## src/rtl/config_chain_loader_pkg.sv

```systemverilog
// Shared types and constants for the per-tile configuration loader.
// Tile multiplexer selectors are SELECTOR_WIDTH bits each.
package kfpga_config_pkg;

    typedef enum logic [1:0] {
        ST_IDLE,
        ST_SHIFT,
        ST_COMMIT,
        ST_DONE
    } state_t;

    localparam int SELECTOR_WIDTH = 5;

    // Width needed to count from 0 up to and including the chain length.
    function automatic int counterWidth(input int width);
        return $clog2(width + 1);
    endfunction

endpackage

```

## src/rtl/config_chain_loader_if.sv

```systemverilog
// Serial configuration bitstream handshake: the source drives start/valid/data,
// and the loader answers with ready.
interface config_chain_loader_if;

    logic config_start;
    logic config_valid;
    logic config_ready;
    logic config_data;

    modport master (
        output config_start,
        output config_valid,
        output config_data,
        input  config_ready
    );

    modport slave (
        input  config_start,
        input  config_valid,
        input  config_data,
        output config_ready
    );

endinterface

```

## src/rtl/config_chain_loader_shift.sv

```systemverilog
// Shadow shift chain: shifts one bit in at the LSB per enable and registers the
// displaced MSB onto the daisy-chain output with a one-cycle strobe.
module config_shift_register #(
    parameter int WIDTH = 40
) (
    input  logic             clock,
    input  logic             reset,
    input  logic             i_clear,
    input  logic             i_shift,
    input  logic             i_data,
    output logic [WIDTH-1:0] o_shadow,
    output logic             o_chain_out,
    output logic             o_chain_out_valid
);

    logic [WIDTH-1:0] r_shadow;
    logic             r_chainOut;
    logic             r_chainOutValid;

    // Clear wins over shift; the caller already suppresses shifting on clear.
    always_ff @(posedge clock) begin
        if (reset) begin
            r_shadow        <= '0;
            r_chainOut      <= 1'b0;
            r_chainOutValid <= 1'b0;
        end else begin
            r_chainOutValid <= i_shift && !i_clear;
            if (i_clear) begin
                r_shadow <= '0;
            end else if (i_shift) begin
                r_shadow   <= {r_shadow[WIDTH-2:0], i_data};
                r_chainOut <= r_shadow[WIDTH-1];
            end
        end
    end

    assign o_shadow          = r_shadow;
    assign o_chain_out       = r_chainOut;
    assign o_chain_out_valid = r_chainOutValid;

endmodule

```

## src/rtl/config_chain_loader.sv

```systemverilog
// Per-tile configuration loader: accepts a serial bitstream into a shadow chain
// and atomically commits the full chain to the parallel configuration bus.
module config_chain_loader
    import kfpga_config_pkg::*;
#(
    parameter int CONFIG_WIDTH = 8 * SELECTOR_WIDTH
) (
    input  logic                    clock,
    input  logic                    reset,
    config_chain_loader_if.slave    busIf,
    output logic                    chain_out,
    output logic                    chain_out_valid,
    output logic [CONFIG_WIDTH-1:0] config_out,
    output logic                    config_done
);

    localparam int CW = counterWidth(CONFIG_WIDTH);

    state_t                  r_state;
    state_t                  w_nextState;
    logic [CW-1:0]           r_count;
    logic [CONFIG_WIDTH-1:0] r_configOut;
    logic                    r_configDone;
    logic [CONFIG_WIDTH-1:0] w_shadow;
    logic                    w_ready;
    logic                    w_accept;
    logic                    w_clear;
    logic                    w_lastBit;

    // A start in SHIFT discards a simultaneous transfer; a start from DONE keeps
    // the shadow so the old configuration is pushed down the daisy chain.
    assign w_accept  = busIf.config_valid && (r_state == ST_SHIFT) && !busIf.config_start;
    assign w_clear   = busIf.config_start && ((r_state == ST_IDLE) || (r_state == ST_SHIFT));
    assign w_lastBit = w_accept && (r_count == CW'(CONFIG_WIDTH - 1));

    always_ff @(posedge clock) begin
        if (reset) begin
            r_state <= ST_IDLE;
        end else begin
            r_state <= w_nextState;
        end
    end

    always_comb begin
        w_nextState = r_state;
        w_ready     = 1'b0;
        case (r_state)
            ST_IDLE: begin
                if (busIf.config_start) begin
                    w_nextState = ST_SHIFT;
                end
            end
            ST_SHIFT: begin
                w_ready = 1'b1;
                if (w_lastBit) begin
                    w_nextState = ST_COMMIT;
                end
            end
            ST_COMMIT: begin
                w_nextState = ST_DONE;
            end
            ST_DONE: begin
                if (busIf.config_start) begin
                    w_nextState = ST_SHIFT;
                end
            end
            default: begin
                w_nextState = ST_IDLE;
            end
        endcase
    end

    always_ff @(posedge clock) begin
        if (reset) begin
            r_count <= '0;
        end else if (busIf.config_start && (r_state != ST_COMMIT)) begin
            r_count <= '0;
        end else if (w_accept) begin
            r_count <= r_count + CW'(1);
        end
    end

    always_ff @(posedge clock) begin
        if (reset) begin
            r_configOut  <= '0;
            r_configDone <= 1'b0;
        end else if (r_state == ST_COMMIT) begin
            r_configOut  <= w_shadow;
            r_configDone <= 1'b1;
        end else if ((r_state == ST_DONE) && busIf.config_start) begin
            r_configDone <= 1'b0;
        end
    end

    config_shift_register #(
        .WIDTH(CONFIG_WIDTH)
    ) u_shift (
        .clock            (clock),
        .reset            (reset),
        .i_clear          (w_clear),
        .i_shift          (w_accept),
        .i_data           (busIf.config_data),
        .o_shadow         (w_shadow),
        .o_chain_out      (chain_out),
        .o_chain_out_valid(chain_out_valid)
    );

    assign busIf.config_ready = w_ready;
    assign config_out         = r_configOut;
    assign config_done        = r_configDone;

endmodule

```

## src/flat_wrapper.sv

```systemverilog
// flat-port wrapper written by rule: the top's interface ports become plain ports
module config_chain_loader_flat import kfpga_config_pkg::*;
#(
    parameter int CONFIG_WIDTH = 8 * SELECTOR_WIDTH
)
  (clock, reset, chain_out, chain_out_valid, config_out, config_done, busIf_config_start, busIf_config_valid, busIf_config_data, busIf_config_ready);
  config_chain_loader_if busIf_i ();
  input  logic clock;
  input  logic reset;
  output logic chain_out;
  output logic chain_out_valid;
  output logic [CONFIG_WIDTH-1:0] config_out;
  output logic config_done;
  input wire logic [$bits(busIf_i.config_start)-1:0] busIf_config_start;
  input wire logic [$bits(busIf_i.config_valid)-1:0] busIf_config_valid;
  input wire logic [$bits(busIf_i.config_data)-1:0] busIf_config_data;
  output wire logic [$bits(busIf_i.config_ready)-1:0] busIf_config_ready;
  assign busIf_i.config_start = busIf_config_start;
  assign busIf_i.config_valid = busIf_config_valid;
  assign busIf_i.config_data = busIf_config_data;
  assign busIf_config_ready = busIf_i.config_ready;
  config_chain_loader #(.CONFIG_WIDTH(CONFIG_WIDTH)) u_core (.clock(clock), .reset(reset), .busIf(busIf_i), .chain_out(chain_out), .chain_out_valid(chain_out_valid), .config_out(config_out), .config_done(config_done));
endmodule
```

## config.mk

```make
export PLATFORM = sky130hd
export DESIGN_NAME = config_chain_loader_flat
export DESIGN_NICKNAME = d
export VERILOG_FILES = /design/src/rtl/config_chain_loader_pkg.sv /design/src/rtl/config_chain_loader_if.sv /design/src/rtl/config_chain_loader_shift.sv /design/src/rtl/config_chain_loader.sv /design/src/flat_wrapper.sv
export SDC_FILE = /design/constraint.sdc
export NUM_CORES = 1
export LEC_CHECK = 0
export CAP_MARGIN = 20
export CORE_MARGIN = 3
export CORE_UTILIZATION = 48
export DETAILED_ROUTE_END_ITERATION = 7
export PLACE_DENSITY = 0.75
export SYNTH_ARGS = -nofsm -noshare
export SYNTH_HDL_FRONTEND = slang
export SYNTH_SLANG_ARGS = --single-unit
```

## constraint.sdc

```tcl
create_clock -name clock -period 1.4 [get_ports clock]
set_input_delay 0.28 -clock clock [delete_from_list [all_inputs] [get_ports clock]]
set_output_delay 0.28 -clock clock [all_outputs]
set_load 0.02 [all_outputs]
```

==> flow_metrics.tcl <==
set metrics [dict create \
    routed_wl_mm 8.59 \
    fmax_ghz 0.652 \
    synth_most_common_cell "dfxtp_1" \
    ys_async_sr_fraction 0 \
    dr.pass1.iters 4 \
    synth-edff-count 0 \
    h-tree-depth 3 \
    seq_area_frac_synth 0.547 \
    critPathArrivalTime_ns 1.82 \
    start_util 0.510 \
    nFillCells 454 \
    fin_area_mm2 0.00477 \
    busiest_layer "met2" \
    slew_headroom 0.774 \
    grt_use_met3 0.0562 \
    sw_frac_of_total 0.286 \
    clock_latency_ns 0.36 \
    grt_remaining_overflow 0 \
    cts_tree "yes" \
    clkPwrFrac 0.329 \
    fp.coreArea_mm2 0.00653 \
    syn2layout_area_growth_pct 43.1 \
    cts_max_path_buffers 2 \
    wl_per_cell_um 16.5 \
    syn_nets 381 \
    crit_path_max_fanout 6 \
    synth_common_cells "dfxtp_1 (91), nand2_1 (89), a21oi_1 (46), nor2_1 (46), mux2i_1 (41)" \
    worstSetupEndpointType "flop" \
    root_buffer "clkbuf_8" \
    synth_top_area_cell "dfxtp_1" \
    cts.sinks 91 \
    dp_slack_ns -0.296 \
    worstSetupPathType "reg -> reg" \
    drc 0 \
    total_power_uw 6590 \
    synthCells 370 \
    rrSetupSlack_ns -0.13 \
    gp_congestion 0.921 \
    min-delay-start "reset" \
    antenna_found_initial 0 \
    die_h_um 89.3 \
    ir_drop_mv 0.993 \
    grtUsageMet1 0.260 \
    synthTopCellsByArea "dfxtp_1 (55%), mux2i_1 (12%), nand2_1 (10%), a21oi_1 (6.9%), nor2_1 (5.2%)" \
    ios 49 \
    place_area_mm2 0.00405 \
    num_vias 2807 \
    slew_violations 0 \
    synth_seq_cells 91 \
    track_usage 0.202 \
    nNetsFinal 449 \
    synthFlopType "dfxtp_1" \
    syn_area_mm2 0.00333 \
    diodes 0 \
    seqPwrFrac 0.405 \
    io_buffers 48 \
    crit_start "u_core.r_state[1]" \
    drive_gt1_frac 0.253 \
    rsz0062_at_grt "true" \
    grt_pass1_vias 2524 \
    setup_viol 46 \
    required_ns 1.69 \
    avgViaCountPerCell 5.40 \
    violations "negative setup slack" \
    hpwl_mm 4.52 \
    p_sw_uw 1880 \
    synth_cell_type_count 24 \
    r2r-start "u_core.r_state[1]" \
    period_share 1.10 \
    rows 29 \
    drv_cap 0 \
    path_clk_slew_ns 0.09 \
    power_density_mw_per_mm2 1380 \
    comb_power_share 0.266 \
    cts_buffers 9 \
    tightest_slew_ns 0.339 \
    fin_util 0.730 \
    holdCritPathClass "in -> reg" \
    leakage_uw 0.00196 \
    first_iter_violations 185 \
    finClkSkew_ns 0.0141 \
    status "finished with violations" \
    synth.avg_cell_area_um2 9.01 \
    finalHoldViolCount 0 \
    synth_top_area_share 0.547 \
    multi_input_area_mm2 0.00169 \
    grtUsageMet2 0.332 \
    layout_min_cycle_time_ns 1.53 \
    cp-start-kind "flop" \
    antenna_left 0 \
    grt_pass1_wl_mm 12.4 \
    fin_ws_ns -0.133 \
    yosys_warnings 0 \
    grt_start_max_net_pins 31 \
    p_int_uw 4700 \
    die-width_um 89.3 \
    dieArea_mm2 0.00798 \
    ff_latch_area_mm2 0.00183 \
]
## per-stage QoR
step / hold slack [ns] / instances / setup TNS, ns
after floorplan: 0.416 / 370 / -0.0119
after global placement: 0.457 / 494 / -9.87
after detailed placement: 0.465 / 494 / -10.60
after CTS: 0.317 / 517 / -1.33
after global routing: 0.339 / 520 / -4.52
final: 0.337 / 520 / -1.77
## final cells by class
type | instances | area share
clock buffers | 9 | 0.0260
clock inverters | 7 | 0.0260
inverters | 5 | 0.00393
multi-input cells | 250 | 0.355
flip-flops and latches | 91 | 0.383
well taps | 77 | 0.0202
repair buffers | 81 | 0.186
## worst max-delay path, cell delays in order (launching register included)
cell and delay [ns]:
dfxtp_2 0.34, inv_2 0.05, ha_4 0.17, buf_12 0.13
buf_6 0.11, o21ai_4 0.14, nand2_4 0.11, buf_6 0.15
buf_16 0.13, a21oi_2 0.14
## flip-flops by register name, indices dropped and copies added (netlist names)
register / cells
u_core.u_shift.o_shadow: 40
u_core.u_shift.o_chain_out: 1
u_core.r_state: 2
u_core.config_done: 1
u_core.config_out: 40
u_core.u_shift.o_chain_out_valid: 1
u_core.r_count: 6
## metal layers
metal / routed length [um] / share of wire / vias to the layer above
met5: 0 / 0 / -
met2: 4330 / 0.50 / 80
met4: 152 / 0.018 / 0
met1: 3710 / 0.43 / 1355
met3: 401 / 0.047 / 15
li1: - / - / 1357
## repair_timing
| item | 4_1_cts | 5_1_grt |
|---|---|---|
| setup endpoints to repair | 52 | 64 |
| gates resized for setup | 83 | 58 |
| pin swaps | 10 | 20 |
| gates cloned | 3 | 2 |
| setup buffers | 4 | 2 |
| hold buffers | 0 | 0 |
## layout by cell type, fill, tap and decap left out, types with 4 or more instances in the layout
master / netlist / layout
dfxtp_1: 91 / 89
nand2_1: 89 / 77
nor2_1: 46 / 44
dlygate4sd2_1: 0 / 42
mux2i_1: 41 / 41
a21oi_2: 0 / 30
a21oi_1: 46 / 15
buf_4: 0 / 13
nand2_4: 0 / 10
clkbuf_8: 0 / 9
buf_12: 0 / 8
ha_4: 0 / 4
buf_8: 0 / 4
buf_6: 0 / 4
## power by group through the flow
stage	Combinational [uW]	Clock [uW]	Sequential (uW)
after global placement	1170	0	2720
after floorplan	694	0	2740
after detailed placement	1180	0	2720
after CTS	1510	2170	2670
final	1750	2170	2670
after global routing	1860	2280	2670
## path summary, 6_finish.rpt
| kind | end | depth (start not counted) |
|---|---|---|
| worst min register to register | u_core.u_shift.o_shadow[30] | 2 |
| worst max register to register | u_core.u_shift.o_shadow[6] | 9 |
| worst max-delay path | u_core.u_shift.o_shadow[6] | 9 |
| worst min-delay path | u_core.r_state[0] | 3 |
## logic make-up (layout without fill, tap and decap cells)
group | Yosys count | count (layout) | share of synthesized area
mux | 41 | 41 | 0.123
flops | 91 | 91 | 0.547
fa+ha+maj | 6 | 6 | 0.0225
buf+inv | 29 | 102 | 0.0379
xor+xnor | 2 | 2 | 0.00526
simple gates | 145 | 145 | 0.174
compound gates | 56 | 56 | 0.0901
No activity file was read; power rests on OpenSTA's default activity.
